[config.mk]
export PLATFORM = sky130hd
export DESIGN_NAME = muldiv_unit
export DESIGN_NICKNAME = d
export VERILOG_FILES = /design/src/rtl/muldiv_unit.sv
export SDC_FILE = /design/constraint.sdc
export NUM_CORES = 1
export LEC_CHECK = 0
export BUFFER_PORTS_ARGS = -buffer_cell sky130_fd_sc_hd__buf_2
export CAP_MARGIN = 20
export CORE_MARGIN = 2
export CORE_UTILIZATION = 40
export DETAILED_ROUTE_END_ITERATION = 10
export PLACE_DENSITY_LB_ADDON = 0.2
export SYNTH_ARGS = -nofsm -noshare
export SYNTH_HDL_FRONTEND = slang
export SYNTH_SLANG_ARGS = --single-unit
[constraint.sdc]
create_clock -name clock -period 7.7 [get_ports clock]
set_input_delay 0 -clock clock [delete_from_list [all_inputs] [get_ports clock]]
set_output_delay 0 -clock clock [all_outputs]
set_load 0.03 [all_outputs]
[src/rtl/muldiv_unit.sv]
// muldiv_unit: iterative integer multiply/divide unit, one bit per cycle.
//   Multiply: radix-2 shift-add on operand magnitudes into a 2*XLEN product.
//   Divide:   restoring division on magnitudes, one quotient bit per cycle.
//   The sign of the result is applied at the end.
//   A start accepted in cycle 0 produces its result in cycle XLEN+1.
// Ports:
//   clock, reset_n        rising-edge clock, async active-low reset
//   start, kill           request (sampled in IDLE), synchronous abort
//   funct3                000 MUL 001 MULH 010 MULHSU 011 MULHU
//                         100 DIV 101 DIVU 110 REM 111 REMU
//   rs1_data, rs2_data    operands, captured on the accepting edge
//   rd_in                 destination register index
//   busy                  high in CALC and DONE
//   done, RegWrite        one-cycle result pulse / register-file write enable
//   rd, write_data        write index and result; held outside DONE
module muldiv_unit #(
  parameter int XLEN = 32
) (
  input  logic            clock,
  input  logic            reset_n,
  input  logic            start,
  input  logic            kill,
  input  logic [2:0]      funct3,
  input  logic [XLEN-1:0] rs1_data,
  input  logic [XLEN-1:0] rs2_data,
  input  logic [4:0]      rd_in,
  output logic            busy,
  output logic            done,
  output logic            RegWrite,
  output logic [4:0]      rd,
  output logic [XLEN-1:0] write_data
);

  localparam int CW = $clog2(XLEN);
  localparam logic [CW-1:0] LAST = CW'(XLEN - 1);

  typedef enum logic [1:0] {IDLE = 2'd0, CALC = 2'd1, DONE = 2'd2} state_t;

  // Latched request: op, destination and the result sign decisions.
  typedef struct packed {
    logic [2:0] op;
    logic [4:0] rd;
    logic       q_neg;   // negate product / quotient
    logic       r_neg;   // negate remainder (sign of dividend)
    logic       b_zero;  // divisor was zero
  } req_t;

  state_t          state;
  req_t            req;
  logic [CW-1:0]   cnt;
  logic [XLEN-1:0] hi;   // mul: product high half; div: partial remainder
  logic [XLEN-1:0] lo;   // mul: multiplier/product low; div: dividend/quotient
  logic [XLEN-1:0] bop;  // mul: multiplicand magnitude; div: divisor magnitude

  // Operand conditioning at start. MUL is handled unsigned: its low
  // half does not depend on signedness.
  logic            a_signed, b_signed, a_neg, b_neg;
  logic [XLEN-1:0] a_mag, b_mag;

  always_comb begin
    a_signed = (funct3 == 3'b001) || (funct3 == 3'b010) ||
               (funct3 == 3'b100) || (funct3 == 3'b110);
    b_signed = (funct3 == 3'b001) || (funct3 == 3'b100) || (funct3 == 3'b110);
    a_neg    = a_signed & rs1_data[XLEN-1];
    b_neg    = b_signed & rs2_data[XLEN-1];
    a_mag    = a_neg ? -rs1_data : rs1_data;
    b_mag    = b_neg ? -rs2_data : rs2_data;
  end

  // One iteration of either algorithm.
  logic            is_div;
  logic [XLEN:0]   sum, sh, diff;
  logic [XLEN-1:0] nhi, nlo;

  always_comb begin
    is_div = req.op[2];
    sum    = {1'b0, hi} + (lo[0] ? {1'b0, bop} : {(XLEN+1){1'b0}});
    sh     = {hi, lo[XLEN-1]};
    diff   = sh - {1'b0, bop};
    if (is_div) begin
      // diff[XLEN] set means the trial subtraction borrowed: restore.
      if (!diff[XLEN]) begin
        nhi = diff[XLEN-1:0];
        nlo = {lo[XLEN-2:0], 1'b1};
      end else begin
        nhi = sh[XLEN-1:0];
        nlo = {lo[XLEN-2:0], 1'b0};
      end
    end else begin
      // Add-then-shift-right keeps the carry as the new product MSB.
      nhi = sum[XLEN:1];
      nlo = {sum[0], lo[XLEN-1:1]};
    end
  end

  // Result from the final iteration's outputs, so it is ready on the
  // edge that enters DONE.
  logic [2*XLEN-1:0] prod, prod_s;
  logic [XLEN-1:0]   quo, rem, result;

  always_comb begin
    prod   = {nhi, nlo};
    prod_s = req.q_neg ? -prod : prod;
    // Divide by zero leaves |rs1| as remainder; only the quotient needs
    // forcing, since a negated all-ones would be wrong.
    quo    = req.b_zero ? {XLEN{1'b1}} : (req.q_neg ? -nlo : nlo);
    rem    = req.r_neg ? -nhi : nhi;
    if (is_div)
      result = req.op[1] ? rem : quo;
    else
      result = (req.op[1:0] == 2'b00) ? prod_s[XLEN-1:0] : prod_s[2*XLEN-1:XLEN];
  end

  always_ff @(posedge clock or negedge reset_n) begin
    if (!reset_n) begin
      state      <= IDLE;
      req        <= '0;
      cnt        <= '0;
      hi         <= '0;
      lo         <= '0;
      bop        <= '0;
      busy       <= 1'b0;
      done       <= 1'b0;
      RegWrite   <= 1'b0;
      rd         <= '0;
      write_data <= '0;
    end else begin
      case (state)
        IDLE: begin
          if (start && !kill) begin
            state      <= CALC;
            busy       <= 1'b1;
            cnt        <= '0;
            req.op     <= funct3;
            req.rd     <= rd_in;
            req.q_neg  <= a_neg ^ b_neg;
            req.r_neg  <= a_neg;
            req.b_zero <= (rs2_data == '0);
            hi         <= '0;
            lo         <= a_mag;
            bop        <= b_mag;
          end
        end
        CALC: begin
          if (kill) begin
            state <= IDLE;
            busy  <= 1'b0;
          end else begin
            hi  <= nhi;
            lo  <= nlo;
            cnt <= cnt + 1'b1;
            if (cnt == LAST) begin
              state      <= DONE;
              done       <= 1'b1;
              RegWrite   <= (req.rd != 5'd0);
              rd         <= req.rd;
              write_data <= result;
            end
          end
        end
        DONE: begin
          // Leaves unconditionally; kill here has the same effect.
          state    <= IDLE;
          busy     <= 1'b0;
          done     <= 1'b0;
          RegWrite <= 1'b0;
        end
        default: begin
          state    <= IDLE;
          busy     <= 1'b0;
          done     <= 1'b0;
          RegWrite <= 1'b0;
        end
      endcase
    end
  end

endmodule

======== After elaboration in Yosys (flattened, before gate mapping) ========
Index checks and enable logic that the tools add are counted.
storage, ports and cells
  flip-flop bits (word level) ............. 154
  bits of input ports ..................... 76
  output and inout bits ................... 40
  logic and storage cells ................. 93
cells by class
  $add $sub $neg .......................... 8
  eq/ne operators ......................... 11
  muxes and demuxes ....................... 36
  bitwise operators ....................... 5
  reduce and logical (&&, ||, !) cells .... 18
operators with widths
  kind                                                                   number
  32-bit two-way mux                                                     16
  32-bit negation                                                        4
  32-bit case mux with 2 select lines                                    2
  64-bit two-way mux                                                     1
  64-bit negation                                                        1
  32-bit by 32-bit adder with 33-bit output                              1
  33-bit by 32-bit subtractor with 33-bit output                         1
  32-bit zero test                                                       1
  5-bit two-way mux                                                      2
  5-bit case mux with 2 select lines                                     1
  3-bit AND reduction                                                    3
  2-bit inequality test, second input constant                           4
  1-bit two-way mux                                                      7
  3-bit equality test, second input constant                             2
  2-bit two-way mux                                                      3
  1-bit case mux with 2 select lines                                     3
  2-bit AND reduction                                                    3
  5-bit by 1-bit adder with 5-bit output, second input constant          1
  5-bit equality test, second input constant                             1
  1-bit logical OR                                                       5
  5-bit nonzero test                                                     1
  2-bit zero test                                                        2
  2-bit case mux with 2 select lines                                     1
  3-bit by 1-bit equality test with 1-bit output, second input constant  1
  9 further kinds                                                        11

======== Logic depth before layout (Yosys ltp) ========
Gate-level depths: netlist of the first run.
  depth in word-level cells ............... 8
  mapped depth ............................ 22
  gate-level depth less buffers ........... 22

======== Worst setup path after synthesis of the first run ========
No wires, ideal clock.
  path kind ............................... register to register
  start ................................... register req (netlist bit is_div)
  end ..................................... register write_data[24]
  library setup time ...................... 0.126 ns
  arrival time ............................ 5.477 ns
  path slack .............................. 2.097 ns
  stages on the path, launching flop included .. 22
  buffers on the path ..................... 9
  path through ............................ dfrtp_1 > buf_2 > buf_2 > clkbuf_1 > buf_2 > buf_2 > buf_2 > buf_1 > clkbuf_1 > mux2_2 > inv_1 > ha_1 > o211ai_1 > or3_1 > or4_1 > or2_2 > clkbuf_1 > nor2_1 > or4b_1 > nand3_1 > a31oi_1 > a221o_1
between the ends
  cells in the longest elaborated chain, start to end .. 6
ends and longest elaborated chain
  item                             line  source
  from (decl)                      49    req_t req;
  32-bit two-way mux               80    if (is_div) begin
  32-bit negation                  106   quo = req.b_zero ? {XLEN{1'b1}} : (req.q_neg ? -nlo : nlo);
  32-bit two-way mux (2 in a row)  106
  32-bit two-way mux               109   result = req.op[1] ? rem : quo;
  32-bit two-way mux (*)           108   if (is_div)
  to (signal assigned)             157   write_data <= result;
  to (decl)                        31    output logic [XLEN-1:0] write_data
Every way passes the cells marked *; elsewhere a longest branch is shown, timed or not.
A chain may end at the register's enable or synchronous reset.

======== Worst setup path in the final report of the first run ========
  start ................................... register lo[31]
  end ..................................... register write_data[24]
between the ends
  cells in the longest elaborated chain, start to end .. 8
ends and longest elaborated chain
  item                                            line  source
  from (decl)                                     52    logic [XLEN-1:0] lo;
  from (signal assigned)                          140   lo <= a_mag;
  from (signal assigned)                          150   lo <= nlo;
  33-bit by 32-bit subtractor with 33-bit output  79    diff = sh - {1'b0, bop};
  1-bit two-way mux                               82    if (!diff[XLEN]) begin
  32-bit two-way mux                              80
  32-bit negation                                 106
  32-bit two-way mux (2 in a row)                 106
  32-bit two-way mux                              109
  32-bit two-way mux (*)                          108
Marked as above.

==> results of run 1 <==
## per-layer routing
| metal | vias to the layer above | part of all wire |
|---|---|---|
| met3 | 131 | 0.064 |
| met2 | 660 | 0.46 |
| li1 | 8124 | - |
| met4 | 0 | 0.035 |
| met1 | 8227 | 0.45 |
| met5 | - | 0 |
## power by group
part | leakage (nW) | internal (mW) | total (mW) | switching, mW
Sequential | 2.00 | 0.956 | 1.20 | 0.242
Clock | 0.294 | 0.438 | 0.892 | 0.455
Combinational | 5.63 | 1.47 | 4.14 | 2.67
Total | 7.93 | 2.86 | 6.23 | 3.37
## registers in the layout, summed over array words and instances, names as in the netlist, 2 cells and up
signal,cells
req,10
bop,32
hi,32
state,2
lo,32
rd,5
cnt,5
write_data,32
## stage by stage
step | instances | power [mW] | util | hold slack (ns) | instance area, um^2
finish | 2797 | 6.23 | 0.465 | 0.0230 | 18400
global route | 2797 | 6.62 | 0.465 | 0.0661 | 18400
CTS | 2796 | 6.14 | 0.465 | 0.0170 | 18400
detailed placement | 2685 | 5.20 | 0.429 | 0.00953 | 17000
global placement | 2685 | 5.17 | 0.429 | 0.00473 | 17000
floorplan | 2136 | 3.94 | - | -0.296 | 15900
## placed cells by master (no fill, tap or decap), types with 9 or more instances in the layout
master	count
o22ai_1	10
ha_1	70
xor2_1	74
a21oi_1	174
a22o_1	24
nor3_1	58
nor2b_1	9
nor4_1	15
buf_4	34
and3_1	20
dfrtp_1	152
nand2_1	296
nand2b_1	14
a221o_1	10
o211ai_1	24
a31oi_1	21
nor2_1	172
nand3_1	34
xnor2_1	89
or2_2	11
o21a_1	16
or3_1	22
a211oi_1	20
a211o_1	10
o31ai_1	37
buf_2	114
inv_1	59
mux2_2	12
nand4_1	28
or4_1	19
o21ai_0	205
and4_1	10
and2_1	47
o41ai_1	18
a221oi_1	12
a21o_1	25
dlygate4sd3_1	79
mux2i_1	51
clkbuf_16	17
## critical path: stages (launching register included)
cell and delay (ns):
dfrtp_1 0.42, inv_1 0.10, ha_1 0.18, inv_1 0.06
fa_1 0.42, a211oi_1 0.32, o211ai_1 0.21, a32oi_1 0.43
a21boi_2 0.14, o211ai_4 0.23, nor2_1 0.14, a21oi_1 0.29
ha_1 0.23, o211ai_1 0.23, or3_1 0.51, or4_1 0.59
or2_2 0.38, nor2_1 0.10, or4b_1 0.47, nand3_1 0.10
a31oi_1 0.10, a221o_1 0.34
## worst min path at each step
stage                  from                   end  slack [ns]  cells past startpoint
2_1_floorplan       reset_n  RegWrite$_DFFE_PN0P_       -0.30                      0
3_3_place_gp        reset_n     rd[4]$_DFFE_PN0P_       0.005                      1
3_5_place_dp        reset_n     rd[1]$_DFFE_PN0P_        0.01                      1
4_1_cts        rs1_data[23]    lo[23]$_DFFE_PN0P_        0.02                      4
5_1_grt         rs1_data[1]     lo[3]$_DFFE_PN0P_        0.07                      5
6_report            reset_n     rd[1]$_DFFE_PN0P_        0.02                      2
## logic make-up after synthesis
| kind of cell | Yosys count | synth area share |
|---|---|---|
| AO/OA/AOI/OAI | 711 | 0.291 |
| XOR/XNOR | 163 | 0.0896 |
| adder cells (fa/ha/maj) | 72 | 0.0575 |
| buffers and inverters | 187 | 0.0458 |
| flip-flops | 154 | 0.242 |
| multiplexers | 63 | 0.0405 |
| AND/OR/NAND/NOR | 786 | 0.234 |
## cell type report
cell class	instances	area (um^2)
Timing Repair Buffer	229	1650
Sequential cell	154	3860
Clock inverter	15	176
Clock buffer	17	425
Tap cell	525	657
Multi-Input combinational cell	1795	11400
Inverter	62	233
Fill cell	4044	21200
==> reports/metrics.csv, run 1 <==
metric,value,unit
path_clk_slew,0.08,ns
routed_wl,61.6,mm
row_count,73,
vias,17142,
avgSynthCellArea,7.46,um^2
tritoncts,yes,
grt_first_pass_wirelength,94.3,mm
synthArstFlopShare,1.00,
drtIter0Drc,1503,
ys_seq_area_frac,0.242,
detail-route-antenna-nets,0,
rsz0062_at_grt,false,
htreeDepth,4,
synth_top_area_frac,0.242,
reg2reg_to,write_data[24]$_DFFE_PN0P_,
syn_nets,2284,
drv_cap,0,
crit_end,write_data[24]$_DFFE_PN0P_,
first_pass_iters,5,
layout.nets,2407,
finalCriticalPeriod,6.11,ns
crit_arrival,6.49,ns
end_kind,flop,
max_freq,164,MHz
via_per_inst,6.13,
die_w,204,um
io_pins,116,
drc,0,
relSlewSlack,0.248,
antenna_found_initial,0,
cts-root-buf,clkbuf_16,
worst-r2r-cell-count,21,
place_hpwl,46.4,mm
die-area,0.0415,mm^2
grt.met3_usage,0.0463,
grt_max_degree,67,
vdd_drop_max,0.000207,V
yosysTopAreaCell,dfrtp_1,
synth_cells,2136,
crit_path_start_kind,flop,
clockBufferDepth,2,
ctsResizeCount,0,
period_share,0.794,
skew,0.0144,ns
synth_area_leaders,"dfrtp_1, nand2_1, o21ai_0",
hold_viol,0,
n_antenna_cell,0,
die_h,204,um
status,"finished, final reports clean",
synth_edf_count,0,
worst_slew_pin_slew,1.10,ns
gp_congestion,0.978,
finalSetupViolations,0,
wl_per_cell,22.0,um
initial_core_util,0.403,
cts.hold.buffers_added,79,
clk_latency,0.49,ns
core,0.0395,mm^2
cts_inserted_buffers,17,
critPathRequiredTime,8.07,ns
area_growth,15.4,%
grtUsageTotal,0.295,
grt_util_met1,0.401,
hold_path.class,in -> async,
busiest_layer,met2,
clkSinkCount,154,
startpoint,lo[31]$_DFFE_PN0P_,
grtUsageMet2,0.469,
syn_area,0.0159,mm^2
setup_slack,1.59,ns
ys.flop_type,dfrtp_1,
slew_violations,0,
ys_warn_count,0,
reg2reg_from,lo[31]$_DFFE_PN0P_,
p_leak,7.93,nW
synth_commonest_cells,"nand2_1, o21ai_0, a21oi_1, nor2_1, dfrtp_1",
path_max_fanout,7,
crit_type,reg -> reg,
fin_setup_tns,0,ns
synth.most_common_cell,nand2_1,
post_cts_buffers,0,
ys_ff_latch,154,
drive_gt1_frac,0.105,
ys_types,94,
ff2ff_setup_slack,1.59,ns
power_density,339,mW/mm^2
io_buffers,115,
grt_pass1_vias,16046,
grt_overflow,0,
pre_cts_ws,1.72,ns
No activity file was read; power rests on OpenSTA's default activity.
==> run 2: changes to the inputs <==
==> constraint.sdc (replaced) <==
create_clock -name clock -period 5.2 [get_ports clock]
set_input_delay 0 -clock clock [delete_from_list [all_inputs] [get_ports clock]]
set_output_delay 0 -clock clock [all_outputs]
set_load 0.03 [all_outputs]
==> run 2 against run 1 <==
Die area stayed put. Worst hold slack worse by 0.025 ns. Sequential share of layout area is 0.86 points lower. Final area is 4.3% higher. Sequential power is 43% higher. First-iteration DRC count is 1.9% higher. Global-route usage is 1.1 points higher. The run now ends with hold timing left. Fmax is 19% higher.
==> reports/metrics.csv, run 2 (synthesis gave the netlist of run 1 again) <==
metric,value,unit,change
status,"finished, violations left",,
failed_checks,hold timing,,
drtIter0Drc,1532,,+1.9%
slew_violations,0,,unchanged
fin_setup_tns,0,ns,unchanged
vdd_drop_max,0.000328,V,+59%
initial_core_util,0.403,,unchanged
grt_first_pass_wirelength,97.5,mm,+3.4%
path_clk_slew,0.08,ns,about the same
row_count,73,,unchanged
io_pins,116,,unchanged
place_hpwl,48.4,mm,+4.3%
slowest_delay,0.58,ns,about the same
dr_wl_met3,3.59,mm,-8.6%
crit_type,reg -> reg,,
die-area,0.0415,mm^2,unchanged
n_antenna_cell,0,,unchanged
crit_arrival,5.53,ns,-0.96 ns
pre_cts_ws,0.0194,ns,-1.70 ns
end_kind,flop,,
routed_wl,63.1,mm,+2.5%
critPathRequiredTime,5.58,ns,-2.49 ns
holdWs,-0.00239,ns,-0.0254 ns
rsz0062_at_grt,true,,
area_growth,20.3,%,
core,0.0395,mm^2,unchanged
detail-route-antenna-nets,0,,unchanged
top_layer,met4,,
max_freq,194,MHz,+19%
p_leak,8.37,nW,+5.6%
cts-root-buf,clkbuf_16,,
clk_latency,0.50,ns,about the same
gp_congestion,0.997,,+2.0%
path_max_fanout,7,,unchanged
drive_gt1_frac,0.149,,+0.0442
grtUsageTotal,0.306,,+0.0107
final_cell_mix,"nand2_1, o21ai_0, a21oi_1",,
relSlewSlack,0.272,,+0.0234
drv_cap,0,,unchanged
ff2ff_setup_slack,0.05,ns,-1.54 ns
crit_buf_inv,0,,-2
hold_viol,1,,+1
finish.utilization,0.485,,+0.0200
path_delay_family,simple AND/OR/NAND/NOR gates,,
stdcell_count,2882,,+3.0%
clockBufferDepth,2,,unchanged
die_w,204,um,unchanged
period_share,0.991,,+0.197
die_h,204,um,unchanged
crit_path_start_kind,flop,,
grt_max_degree,68,,+1.5%
skew,0.0231,ns,+0.00874 ns
drc,0,,unchanged
slowest_stage,or4_4,,
first_pass_iters,5,,unchanged
grt_overflow,0,,unchanged
tritoncts,yes,,
antenna_found_initial,0,,unchanged
grt_pass1_vias,16696,,+4.1%
io_buffers,115,,unchanged
met2_length,28.8,mm,+2.7%
hold_path.class,in -> reg,,
layout.nets,2492,,+3.5%
cts_inserted_buffers,17,,unchanged
wl_per_cell,21.9,um,-0.57%
finalCriticalPeriod,5.15,ns,-0.961 ns
worst_slew_pin_slew,1.06,ns,-0.0341 ns
setup_slack,0.0469,ns,-1.54 ns
power,9.80,mW,+57%
htreeDepth,4,,unchanged
layout_commonest_cell,nand2_1,,
clkSinkCount,154,,unchanged
place_inst,2767,,+3.1%
worstPathCellList,ha_1 > and4_1 > a221o_1 > or3_4 > o211ai_4 > nor2_4 > a21oi_2 > ha_2 > o211ai_1 > or3_4 > or4_4 > or2_4 > nor2_1 > or4b_4 > nand3_2 > a31oi_1 > a221o_1,,
vias,17477,,+2.0%
finalSetupViolations,0,,unchanged
wl_met1,28.1,mm,+2.3%
via_per_inst,6.06,,-1.1%
power_density,511,mW/mm^2,+51%
[run 2: changes by cell type in the layout (fill, tap and decap cells not counted), sizes merged]
cell,before,now
buf,150,236
bufinv,0,2
clkbuf,17,19
clkinv,10,4
clkinvlp,0,2
dlygate4sd3,79,78
[run 2: path summary, 6_finish.rpt]
kind	startpoint	endpoint	cells after the start
worst max-delay path	hi[29]$_DFFE_PN0P_	write_data[24]$_DFFE_PN0P_	17
worst min-delay path	rs1_data[26]	lo[26]$_DFFE_PN0P_	4
worst max register to register	hi[29]$_DFFE_PN0P_	write_data[24]$_DFFE_PN0P_	17
worst min register to register	write_data[11]$_DFFE_PN0P_	write_data[11]$_DFFE_PN0P_	2
max in group asynchronous	reset_n	is_div$_DFFE_PN0P_	3
min in group asynchronous	reset_n	busy$_DFFE_PN0P_	2
[run 2: tightest hold or removal path, delay by kind of cell]
kind                   cells  cell delay (ns)
XOR/XNOR                   1             0.17
buffers and inverters      1             0.09
AND/OR/NAND/NOR            1             0.08
AO/OA/AOI/OAI              1             0.11
[run 2: metal layers]
metal | global-route usage | vias up
met2 | 0.492 | 663
met4 | 0.129 | 0
met5 | 0 | -
li1 | - | 8277
met1 | 0.412 | 8398
met3 | 0.0395 | 139
[run 2: metrics by stage]
stage	hold slack (ns)	cell area [um^2]
2_1_floorplan	-0.296	16000
3_3_place_gp	0.0372	17600
3_5_place_dp	0.0405	17600
4_1_cts	0.00375	19000
5_1_grt	0.0549	19200
6_report	-0.00239	19200
[run 2: timing repair]
| action | 4_1_cts | 5_1_grt |
|---|---|---|
| setup endpoints to repair | 0 | 14 |
| gates resized for setup | 0 | 32 |
| endpoints found under the hold margin | 126 | 0 |
| buffers inserted | 0 | 4 |
| hold buffers | 78 | 0 |
[run 2: cell type report]
type / instances / area, um^2
fillers: 3930 / 20400
multi-input cells: 1795 / 11500
flip-flops and latches: 154 / 3860
repair buffers: 314 / 2290
well taps: 525 / 657
clock buffers: 19 / 443
inverters: 62 / 233
clock inverters: 13 / 155
[run 2: power breakdown]
part	leakage, nW	internal (mW)	switching (mW)
combinational	6.08	2.56	4.16
sequential	2.00	1.42	0.299
clock	0.289	0.733	0.632
